**config.mk**
```make
export PLATFORM = sky130hd
export DESIGN_NAME = lcd_hd44780_driver
export DESIGN_NICKNAME = d
export VERILOG_FILES = /design/src/rtl/lcd_pkg.sv /design/src/rtl/lcd_delay_timer.sv /design/src/rtl/lcd_hd44780_driver.sv
export SDC_FILE = /design/constraint.sdc
export NUM_CORES = 1
export LEC_CHECK = 0
export CAP_MARGIN = 10
export CELL_PAD_IN_SITES_DETAIL_PLACEMENT = 1
export CELL_PAD_IN_SITES_GLOBAL_PLACEMENT = 1
export CORE_MARGIN = 5
export CORE_UTILIZATION = 47
export DETAILED_ROUTE_END_ITERATION = 10
export GPL_TIMING_DRIVEN = 0
export PLACE_DENSITY_LB_ADDON = 0.1
export SLEW_MARGIN = 40
export SYNTH_ARGS = -nofsm -noshare
export SYNTH_HDL_FRONTEND = slang
export SYNTH_HIERARCHICAL = 1
export SYNTH_SLANG_ARGS = --single-unit
```
**constraint.sdc**
```tcl
create_clock -name clk -period 6.5 [get_ports clk]
set_input_delay 0.65 -clock clk [delete_from_list [all_inputs] [get_ports clk]]
set_output_delay 0.65 -clock clk [all_outputs]
set_load 0.01 [all_outputs]
```
**src/rtl/lcd_pkg.sv**
```systemverilog
// Shared types and constants for the HD44780 character-LCD driver.
// LCD_CURSOR_EN selects a visible blinking cursor in the power-on init sequence.
package lcd_pkg;

  typedef enum logic [2:0] {
    ST_PWR_WAIT = 3'd0,
    ST_INIT     = 3'd1,
    ST_SETUP    = 3'd2,
    ST_EN_HI    = 3'd3,
    ST_EXEC     = 3'd4,
    ST_READY    = 3'd5
  } lcd_state_e;

  localparam logic [7:0] LCD_CLEAR = 8'h01;
  localparam logic [7:0] LCD_HOME  = 8'h02;
  localparam logic [7:0] LCD_LINE1 = 8'h80;
  localparam logic [7:0] LCD_LINE2 = 8'hC0;

  localparam int INIT_LEN    = 4;
  localparam int TIMER_MIN_W = 22;

  localparam logic [7:0] INIT_FUNC_SET   = 8'h38;  // 8-bit bus, 2 lines, 5x8 font
  localparam logic [7:0] INIT_ENTRY_MODE = 8'h06;  // increment, no shift
`ifdef LCD_CURSOR_EN
  localparam logic [7:0] INIT_DISPLAY    = 8'h0F;
`else
  localparam logic [7:0] INIT_DISPLAY    = 8'h0C;
`endif

  function automatic logic [7:0] init_rom(input logic [1:0] idx);
    case (idx)
      2'd0:    return INIT_FUNC_SET;
      2'd1:    return INIT_DISPLAY;
      2'd2:    return LCD_CLEAR;
      default: return INIT_ENTRY_MODE;
    endcase
  endfunction

  // Clear and home are the only instructions with the long execute time.
  function automatic logic needs_long_exec(input logic rs, input logic [7:0] data);
    return !rs && (data == LCD_CLEAR || data == LCD_HOME);
  endfunction

endpackage

```
**src/rtl/lcd_delay_timer.sv**
```systemverilog
// Shared down-counter for every LCD wait: load N-1, done is high while the count is 0.
module lcd_delay_timer #(
  parameter int WIDTH = 22
) (
  input  logic             clk,
  input  logic             rst,
  input  logic             load,
  input  logic [WIDTH-1:0] value,
  output logic             done
);

  logic [WIDTH-1:0] count;

  assign done = (count == '0);

  // NOTE: state registers use non-blocking assignments so every flop samples pre-edge values.
  always_ff @(posedge clk or negedge rst) begin
    if (!rst) begin
      count <= '0;
    end else if (load) begin
      count <= value;
    end else if (!done) begin
      count <= count - WIDTH'(1);
    end
  end

endmodule

```
**src/rtl/lcd_hd44780_driver.sv**
```systemverilog
// HD44780 write-only driver: power-on init, then one command/character per handshake.
// Define LCD_CURSOR_EN to turn on the blinking cursor during init.
module lcd_hd44780_driver
  import lcd_pkg::*;
#(
  parameter int CLK_FREQ = 50,
  parameter int T_PWR_US = 50000,
  parameter int T_CMD_US = 50,
  parameter int T_CLR_US = 2000
) (
  input  logic        clk,
  input  logic        rst,
  input  logic        lcd_enable,
  input  logic [10:1] lcd_bus,
  output logic        busy,
  output logic        rs,
  output logic        rw,
  output logic        en,
  output logic [7:0]  lcd_data
);

  localparam int PWR_CYC = T_PWR_US * CLK_FREQ;
  localparam int CMD_CYC = T_CMD_US * CLK_FREQ;
  localparam int CLR_CYC = T_CLR_US * CLK_FREQ;
  localparam int MAX_CYC = (PWR_CYC > CLR_CYC) ? ((PWR_CYC > CMD_CYC) ? PWR_CYC : CMD_CYC)
                                               : ((CLR_CYC > CMD_CYC) ? CLR_CYC : CMD_CYC);
  localparam int TW      = ($clog2(MAX_CYC + 1) > TIMER_MIN_W) ? $clog2(MAX_CYC + 1) : TIMER_MIN_W;

  localparam logic [TW-1:0] PWR_LOAD = TW'(PWR_CYC - 1);
  localparam logic [TW-1:0] CMD_LOAD = TW'(CMD_CYC - 1);
  localparam logic [TW-1:0] CLR_LOAD = TW'(CLR_CYC - 1);
  localparam logic [TW-1:0] US_LOAD  = TW'(CLK_FREQ - 1);

  lcd_state_e    state, state_n;
  logic          armed;
  logic [2:0]    idx;
  logic          tmr_load;
  logic [TW-1:0] tmr_value;
  logic          tmr_done;
  logic          ld_init;
  logic          ld_bus;
  logic          unused_rw_bit;

  // The controller's rw bit has no meaning for a write-only panel.
  assign unused_rw_bit = lcd_bus[9];
  assign rw            = 1'b0;

  lcd_delay_timer #(.WIDTH(TW)) u_timer (
    .clk   (clk),
    .rst   (rst),
    .load  (tmr_load),
    .value (tmr_value),
    .done  (tmr_done)
  );

  // NOTE: every combinational output gets a default first, so no path can infer a latch.
  always_comb begin
    state_n   = state;
    tmr_load  = 1'b0;
    tmr_value = '0;
    ld_init   = 1'b0;
    ld_bus    = 1'b0;
    case (state)
      ST_PWR_WAIT: begin
        // Reset leaves the timer cleared, so the first cycle arms the power-on wait.
        if (!armed) begin
          tmr_load  = 1'b1;
          tmr_value = PWR_LOAD;
        end else if (tmr_done) begin
          state_n = ST_INIT;
        end
      end
      ST_INIT: begin
        ld_init   = 1'b1;
        tmr_load  = 1'b1;
        tmr_value = US_LOAD;
        state_n   = ST_SETUP;
      end
      ST_SETUP: begin
        if (tmr_done) begin
          tmr_load  = 1'b1;
          tmr_value = US_LOAD;
          state_n   = ST_EN_HI;
        end
      end
      ST_EN_HI: begin
        if (tmr_done) begin
          tmr_load  = 1'b1;
          tmr_value = needs_long_exec(rs, lcd_data) ? CLR_LOAD : CMD_LOAD;
          state_n   = ST_EXEC;
        end
      end
      ST_EXEC: begin
        if (tmr_done) begin
          state_n = (idx < 3'(INIT_LEN)) ? ST_INIT : ST_READY;
        end
      end
      ST_READY: begin
        if (lcd_enable) begin
          ld_bus    = 1'b1;
          tmr_load  = 1'b1;
          tmr_value = US_LOAD;
          state_n   = ST_SETUP;
        end
      end
      default: state_n = ST_PWR_WAIT;
    endcase
  end

  always_ff @(posedge clk or negedge rst) begin
    if (!rst) begin
      state    <= ST_PWR_WAIT;
      armed    <= 1'b0;
      idx      <= '0;
      rs       <= 1'b0;
      lcd_data <= '0;
      en       <= 1'b0;
      busy     <= 1'b1;
    end else begin
      state <= state_n;
      if (state == ST_PWR_WAIT) begin
        armed <= 1'b1;
      end
      if (ld_init) begin
        rs       <= 1'b0;
        lcd_data <= init_rom(idx[1:0]);
        idx      <= idx + 3'd1;
      end else if (ld_bus) begin
        rs       <= lcd_bus[10];
        lcd_data <= lcd_bus[8:1];
      end
      // Pin outputs follow the next state so they are registered yet aligned with it.
      en   <= (state_n == ST_EN_HI);
      busy <= (state_n != ST_READY);
    end
  end

endmodule

```
==> impl_results.md, run 1 <==
* Result of the run: finished clean
* Ratio of cells with drive above 1 in the final layout at 7.79%
* Share of the synthesized area in compound gates (AO/OA/AOI/OAI) at 18.4%
* CP arrival at 3.81 ns
* Count of instances resized after the clock tree is built at 0
* Number of standard cells in the layout, taps in and fillers out at 378
* Half-perimeter wire length after detailed placement at 5.01 mm
* Global-route wire length before repair at 11.9 mm
* Detailed-router iteration count before antenna repair at 4
* Fin. max-slew vios at 0
* Number of global-route vias before repair at 2,387
* Nets at 326
* Synthesized netlist cell count at 274
* Number of hold buffers added after cts at 0
* Worst Reg2Reg Path Length in Cells at 11
* Clock transition at path regs at 0.08 ns
* CTS tree: yes
* Multi-input combinational cell area at 1390 sq um
* Number of clock buffers inserted by TritonCTS at 5
* Post-synth design cell area at 2460 sq um
* Last weighted congestion value of the routability-driven placer at 0.823
* Clock latency reported for the late side of the worst-skew pair at 0.30 ns
* Largest net degree at the start of global routing at 41
* Post-DRT Antenna Nets at 0
* Sequential share of the synthesized area at 40.7%
* Horizontal extent of the die at 82.3 um
* All-Layer GR Usage at 23.0%
* Maximum clock insertion buffer count at 2
* Period utilisation layout at 55.4%
* Transition time of the tightest slew-check pin at 0.630 ns
* Vias per Instance at 5.90
* Setup total negative slack at 0 ns
* Floorplan row count at 26
* Pleak at 1.07 nW
* Async set-or-reset flop fraction in the synthesized netlist at 100%
* Required time at the worst-slack endpoint at 6.71 ns
* Xor/xnor cell area share of the yosys netlist at 6.05%
* Area grow syn2layout at 17.9%
* Number of buffers inserted by post-CTS setup repair at 0
* Share of synthesized cell area in and, or, nand and nor gates at 26.9%
* Fmax at 277 MHz
* Routed via count at 2,229
* Final worst path period need at 3.60 ns
* Placement Cell Area at 2790 sq um
* H-Tree Level Count at 2
* Total congestion overflow at 0
* Top FF cell, synth: sky130_fd_sc_hd__dfrtp_1
* Maximum net fanout on the critical path at 10
* Final Instance Area at 2900 sq um
* Hold Violations, Final at 0
* Drt wl/cell at 18.1 um
* Unrepaired setup endpoints after global routing: no
* Reg-to-reg endpoint: u_timer/count[7]
* Fraction of synthesized area in multiplexers at 0.865%
* Area share of fa/ha/maj cells after synthesis at 3.05%
* Fill cell instance count of the final layout at 628
* Starting Density at 48.2%
* Number of synthesized register bits at 40
* Port bufs at 22
* TritonCTS Sinks at 40
* Clock Tree Root: sky130_fd_sc_hd__clkbuf_8
* Total Die Area at 6780 sq um
* Die height at 82.3 um
* Average cell area after synthesis at 8.98 sq um
* Pre-CTS WS at 2.90 ns
* Antenna violations before repair at 0
* Critical Path Sink Type: register
* Register area at 1000 sq um
* Setup clock skew after layout at 0.00498 ns
* Relative max-transition margin at 57.7%
* Final routed wirelength across all metal layers at 6.83 mm
* Number of distinct library cell variants in the gate-level netlist after synthesis at 56
* Post-synth EDFFs at 0
* Reg-to-reg critical path startpoint: u_timer/count[0]
* IO Pins at 25
* Setup slack of the most critical reg-to-reg path at 2.90 ns
* Residual DRC count at 0
* N_diodes at 0
* Worst IR Drop VDD at 0.0949 mV
* Total power density per cell area at 164 nW/um^2
* Startpoint Class: register
* Kind of critical path: reg2reg
* DRC marker count from the first detailed-route iteration at 116
* Final setup violation count at 0
* Max-cap check violation count at 0
* Fin worst setup slack at 2.90 ns
* Tightest Hold Check Type: in2async
* Main combinational cell family by area after synthesis: simple AND/OR/NAND/NOR gates
* Number of warnings reported in the yosys synthesis log at 6
* Cell count after placement at 370
* Standard cell core area at 5110 sq um
-- critical path: stages, from the launching register on --
cell and delay (ns):
sky130_fd_sc_hd__dfrtp_1 0.42, sky130_fd_sc_hd__inv_1 0.10, sky130_fd_sc_hd__ha_1 0.22, sky130_fd_sc_hd__nor4b_2 0.53, sky130_fd_sc_hd__nand3_2 0.32, sky130_fd_sc_hd__nor2_1 0.50
sky130_fd_sc_hd__nand3b_1 0.17, sky130_fd_sc_hd__nand2_1 0.15, sky130_fd_sc_hd__clkbuf_1 0.41, sky130_fd_sc_hd__clkbuf_1 0.44, sky130_fd_sc_hd__nand2_1 0.14, sky130_fd_sc_hd__o21ai_0 0.12
-- synthesized netlist by cell type (5+ instances only) --
cell type	number	area share, %
sky130_fd_sc_hd__o22ai_1	8	2.0
sky130_fd_sc_hd__clkbuf_1	10	1.5
sky130_fd_sc_hd__o21ai_0	17	3.5
sky130_fd_sc_hd__nor3_1	11	2.2
sky130_fd_sc_hd__dfrtp_1	39	40
sky130_fd_sc_hd__nor2_1	21	3.2
sky130_fd_sc_hd__nand4_1	5	1.3
sky130_fd_sc_hd__a2bb2oi_1	6	2.1
sky130_fd_sc_hd__ha_1	6	3.1
sky130_fd_sc_hd__xnor2_1	9	3.2
sky130_fd_sc_hd__nand3_1	5	1.0
sky130_fd_sc_hd__nand2b_1	10	2.5
sky130_fd_sc_hd__xor2_1	8	2.8
sky130_fd_sc_hd__nand2_1	32	4.9
sky130_fd_sc_hd__o31ai_1	8	2.4
sky130_fd_sc_hd__nor4_1	7	1.8
sky130_fd_sc_hd__inv_1	12	1.8
-- metal layers --
metal	GRT usage, %	up-vias	wire (um)
li1	-	1060	-
met1	29.3	1104	3000
met2	39.4	54	3410
met3	4.77	11	323
met4	5.98	0	98
met5	0	-	0
-- cell families (layout without fill, tap and decap cells) --
group           count (synthesis)  count (layout)
simple gates                  119             119
buf+inv                        24              54
compound gates                 65              65
mux                             2               2
xor+xnor                       17              17
flops                          40              40
other cells                     1               5
fa+ha+maj                       6               6
-- report_power, final --
| group | leakage [nW] | internal [mW] | switching [mW] |
|---|---|---|---|
| logic | 0.549 | 0.00846 | 0.00954 |
| registers | 0.466 | 0.250 | 0.00146 |
| clock network | 0.0552 | 0.114 | 0.0910 |
-- per-stage QoR --
| stage | utilization [%] | hold slack (ns) | total power [mW] |
|---|---|---|---|
| finish | 56.8 | 0.321 | 0.474 |
| global route | 56.8 | 0.364 | 0.492 |
| CTS | 56.7 | 0.344 | 0.478 |
| detailed placement | 54.6 | 0.476 | 0.275 |
| global placement | 54.5 | 0.472 | 0.274 |
| floorplan | - | 0.354 | 0.261 |
-- state kept, by name, summed over array words and instances, names as in the netlist --
name / flops
en: 1
u_timer/count: 22
rs: 1
idx: 3
state: 3
busy: 1
armed: 1
lcd_data: 8
-- cells in the final DEF (no fill, tap or decap), drive strengths merged, types with 6 or more instances in the layout --
cell,instances
clkdlybuf4s50,21
nor4,8
nor3,12
ha,6
nand2b,10
a2bb2oi,6
inv,12
nand2,32
clkbuf,16
nand3,6
o31ai,8
xor2,8
xnor2,9
o21ai,18
o22ai,8
nor2,21
dfrtp,39
-- cell type report --
type | count | share of cell area, %
Multi-Input combinational cell | 214 | 47.9
Sequential cell | 40 | 34.6
Timing Repair Buffer | 22 | 7.51
Tap cell | 70 | 3.02
Clock buffer | 6 | 2.50
Buffer | 12 | 1.73
Inverter | 12 | 1.55
Clock inverter | 2 | 1.21
-- worst max-delay path by stage --
stage	slack, ns	endpoint	cells after the start	start
global placement	2.68	u_timer/count[4]	10	u_timer/count[0]
CTS	2.91	u_timer/count[7]	11	u_timer/count[0]
detailed placement	2.90	u_timer/count[7]	11	u_timer/count[0]
global route	2.55	u_timer/count[7]	11	u_timer/count[0]
finish	2.90	u_timer/count[7]	11	u_timer/count[0]
floorplan	3.47	u_timer/count[15]	10	u_timer/count[0]
(Power assumes the default switching activity.)
==> run 2: changes to the inputs <==
Settings changed: CORE_UTILIZATION 47 to 39.
Clock period 6.5 ns to 3.2 ns, I/O delays scaled along.
==> impl_results.md, run 2 (synthesis results as in run 1) <==
* Relative max-transition margin at 56.0% (-1.7 points)
* Number of hold buffers added after cts at 0 (unchanged)
* Floorplan row count at 29 (+12%)
* Setup slack of the most critical reg-to-reg path at 0.26 ns (-2.63 ns)
* Starting Density at 39.4% (-8.7 points)
* Multi-input combinational cell area at 1420 sq um (+2.0%)
* Total power density per cell area at 313 nW/um^2 (+91%)
* Detailed-router iteration count before antenna repair at 6 (+2)
* End point of the critical path: u_timer/count[15]
* Horizontal extent of the die at 89.4 um (+8.6%)
* Setup total negative slack at 0 ns (unchanged)
* Half-perimeter wire length after detailed placement at 4.99 mm (-0.46%)
* Reg-to-reg endpoint: u_timer/count[15]
* Area grow syn2layout at 20.7%
* Result of the run: finished, violations left
* Most common cell after layout, fill and taps aside: sky130_fd_sc_hd__dfrtp_1
* Transition time of the tightest slew-check pin at 0.655 ns (+0.0251 ns)
* Vias per Instance at 5.65 (-4.3%)
* Violated checks: negative hold slack
* Fmax at 341 MHz (+23%)
* CTS tree: yes
* Pleak at 1.10 nW (+3.3%)
* Maximum clock insertion buffer count at 2 (unchanged)
* Post-DRT Antenna Nets at 0 (unchanged)
* Standard cell core area at 6240 sq um (+22%)
* Unrepaired setup endpoints after global routing: no
* Reg-to-reg critical path startpoint: u_timer/count[17]
* Max reg flops at 22 (unchanged)
* Cell count after placement at 377 (+1.9%)
* Residual DRC count at 0 (unchanged)
* Number of clock buffers inserted by TritonCTS at 5 (unchanged)
* Number of global-route vias before repair at 2,352 (-1.5%)
* Clock latency reported for the late side of the worst-skew pair at 0.29 ns (about the same)
* Nets at 331 (+1.5%)
* DRC marker count from the first detailed-route iteration at 58 (-50%)
* Placement Cell Area at 2800 sq um (+0.31%)
* Switching component of the power at 0.208 mW (+100%)
* Clock network fraction of total power at 41.2% (-2.0 points)
* Period utilisation layout at 91.7% (+36 points)
* Final setup violation count at 0 (unchanged)
* Last weighted congestion value of the routability-driven placer at 0.808 (-1.8%)
* Drt wl/cell at 17.7 um (-2.0%)
* Largest registers: u_timer/count (22), lcd_data (8)
* All-Layer GR Usage at 19.1% (-3.9 points)
* CP arrival at 3.13 ns (-0.68 ns)
* Fill cell instance count of the final layout at 747 (+19%)
* Startpoint Class: register
* Kind of critical path: reg2reg
* Maximum net fanout on the critical path at 7 (-3)
* Share of power burned in registers at 54.9% (+1.9 points)
* Max-cap check violation count at 0 (unchanged)
* WHS at -0.000215 ns (-0.321 ns)
* Highest-count cells in the layout ignoring fill and taps: sky130_fd_sc_hd__dfrtp_1 (39), sky130_fd_sc_hd__nand2_1 (32), sky130_fd_sc_hd__clkdlybuf4s50_1 (21), sky130_fd_sc_hd__nor2_1 (20), sky130_fd_sc_hd__o21ai_0 (17)
* Port bufs at 22 (unchanged)
* Worst Reg2Reg Path Length in Cells at 8 (-3)
* Antenna violations before repair at 0 (unchanged)
* Tightest Hold Check Type: in2async
* Setup clock skew after layout at 0.00364 ns (-0.00134 ns)
* Launching instance or port of the critical path: u_timer/count[17]
* Largest net degree at the start of global routing at 41 (unchanged)
* Cell-internal power at 0.722 mW (+94%)
* Post-route total power at 0.930 mW (+96%)
* TritonCTS Sinks at 40 (unchanged)
* Clock transition at path regs at 0.08 ns (about the same)
* Fin. max-slew vios at 0 (unchanged)
* H-Tree Level Count at 2 (unchanged)
* Proportion of total power due to net switching at 22.3% (+0.84 points)
* Clock Tree Root: sky130_fd_sc_hd__clkbuf_8
* Number of standard cells in the layout, taps in and fillers out at 390 (+3.2%)
* Global-route wire length before repair at 11.6 mm (-2.4%)
* Critical Path Sink Type: register
* Die height at 89.4 um (+8.6%)
* Final worst path period need at 2.94 ns (-0.669 ns)
* Routed via count at 2,202 (-1.2%)
* Total congestion overflow at 0 (unchanged)
* IO Pins at 25 (unchanged)
* Total Die Area at 8000 sq um (+18%)
* Final routed wirelength across all metal layers at 6.90 mm (+1.1%)
* Hold Violations, Final at 1 (+1)
* Register area at 1000 sq um (unchanged)
* Final Instance Area at 2970 sq um (+2.4%)
* Ratio of cells with drive above 1 in the final layout at 10.5% (+2.8 points)
* N_diodes at 0 (unchanged)
* Required time at the worst-slack endpoint at 3.40 ns (-3.31 ns)
* Gate power share at 3.9% (about the same)
* Most flops, register: u_timer/count
* Worst IR Drop VDD at 0.139 mV (+46%)
## run 2: area by class of cell
class	count	share of cell area [%]
Buffer	12	1.77
Clock buffer	8	3.37
Inverter	12	1.52
Multi-Input combinational cell	214	47.7
Sequential cell	40	33.8
Tap cell	77	3.25
Timing Repair Buffer	27	8.60
## run 2: worst min-delay path by stage
stage	startpoint	to	slack (ns)	cells after the start
6_report	rst	u_timer/count[19]	-0.0002	1
3_3_place_gp	idx[2]	idx[2]	0.47	1
4_1_cts	rst	u_timer/count[19]	0.02	1
2_1_floorplan	rst	armed	0.02	0
3_5_place_dp	rst	u_timer/count[19]	0.34	1
5_1_grt	rst	u_timer/count[14]	0.03	1
## run 2: what timing repair did
action | in CTS | in global routing
gates resized for setup | 5 | 2
setup endpoints to repair | 18 | 16
setup buffers | 1 | 4
pin swaps | 0 | 1
## run 2: per-layer routing
layer	track usage (%)	wire, um	vias up	share of wire [%]
li1	-	-	1070	-
met1	22.9	3110	1093	45
met2	34.7	3540	29	51
met3	2.49	162	10	2.3
met4	6.63	89	0	1.3
met5	0	0	-	0
## run 2: power groups by stage
stage / Clock [mW] / Sequential [mW] / Combinational (mW)
after floorplan: 0 / 0.520 / 0.0104
after global placement: 0 / 0.521 / 0.0373
after detailed placement: 0 / 0.521 / 0.0377
after CTS: 0.395 / 0.511 / 0.0379
after global routing: 0.416 / 0.511 / 0.0411
final: 0.383 / 0.510 / 0.0364
## run 2: stage by stage
| step | util [%] | setup WS [ns] |
|---|---|---|
| 2_1_floorplan | - | 0.170 |
| 3_3_place_gp | 44.7 | -0.767 |
| 3_5_place_dp | 44.8 | -0.347 |
| 4_1_cts | 46.8 | 0.0967 |
| 5_1_grt | 47.6 | 0.0309 |
| 6_report | 47.6 | 0.265 |
## run 2: worst max-delay path, cell delays in order (launching register included)
cell	delay [ns]
sky130_fd_sc_hd__dfrtp_1	0.46
sky130_fd_sc_hd__or4_1	0.60
sky130_fd_sc_hd__nand4b_1	0.31
sky130_fd_sc_hd__nor2_4	0.25
sky130_fd_sc_hd__nand4b_1	0.22
sky130_fd_sc_hd__or4b_4	0.62
sky130_fd_sc_hd__inv_1	0.14
sky130_fd_sc_hd__nor2_1	0.06
sky130_fd_sc_hd__nor4_1	0.18
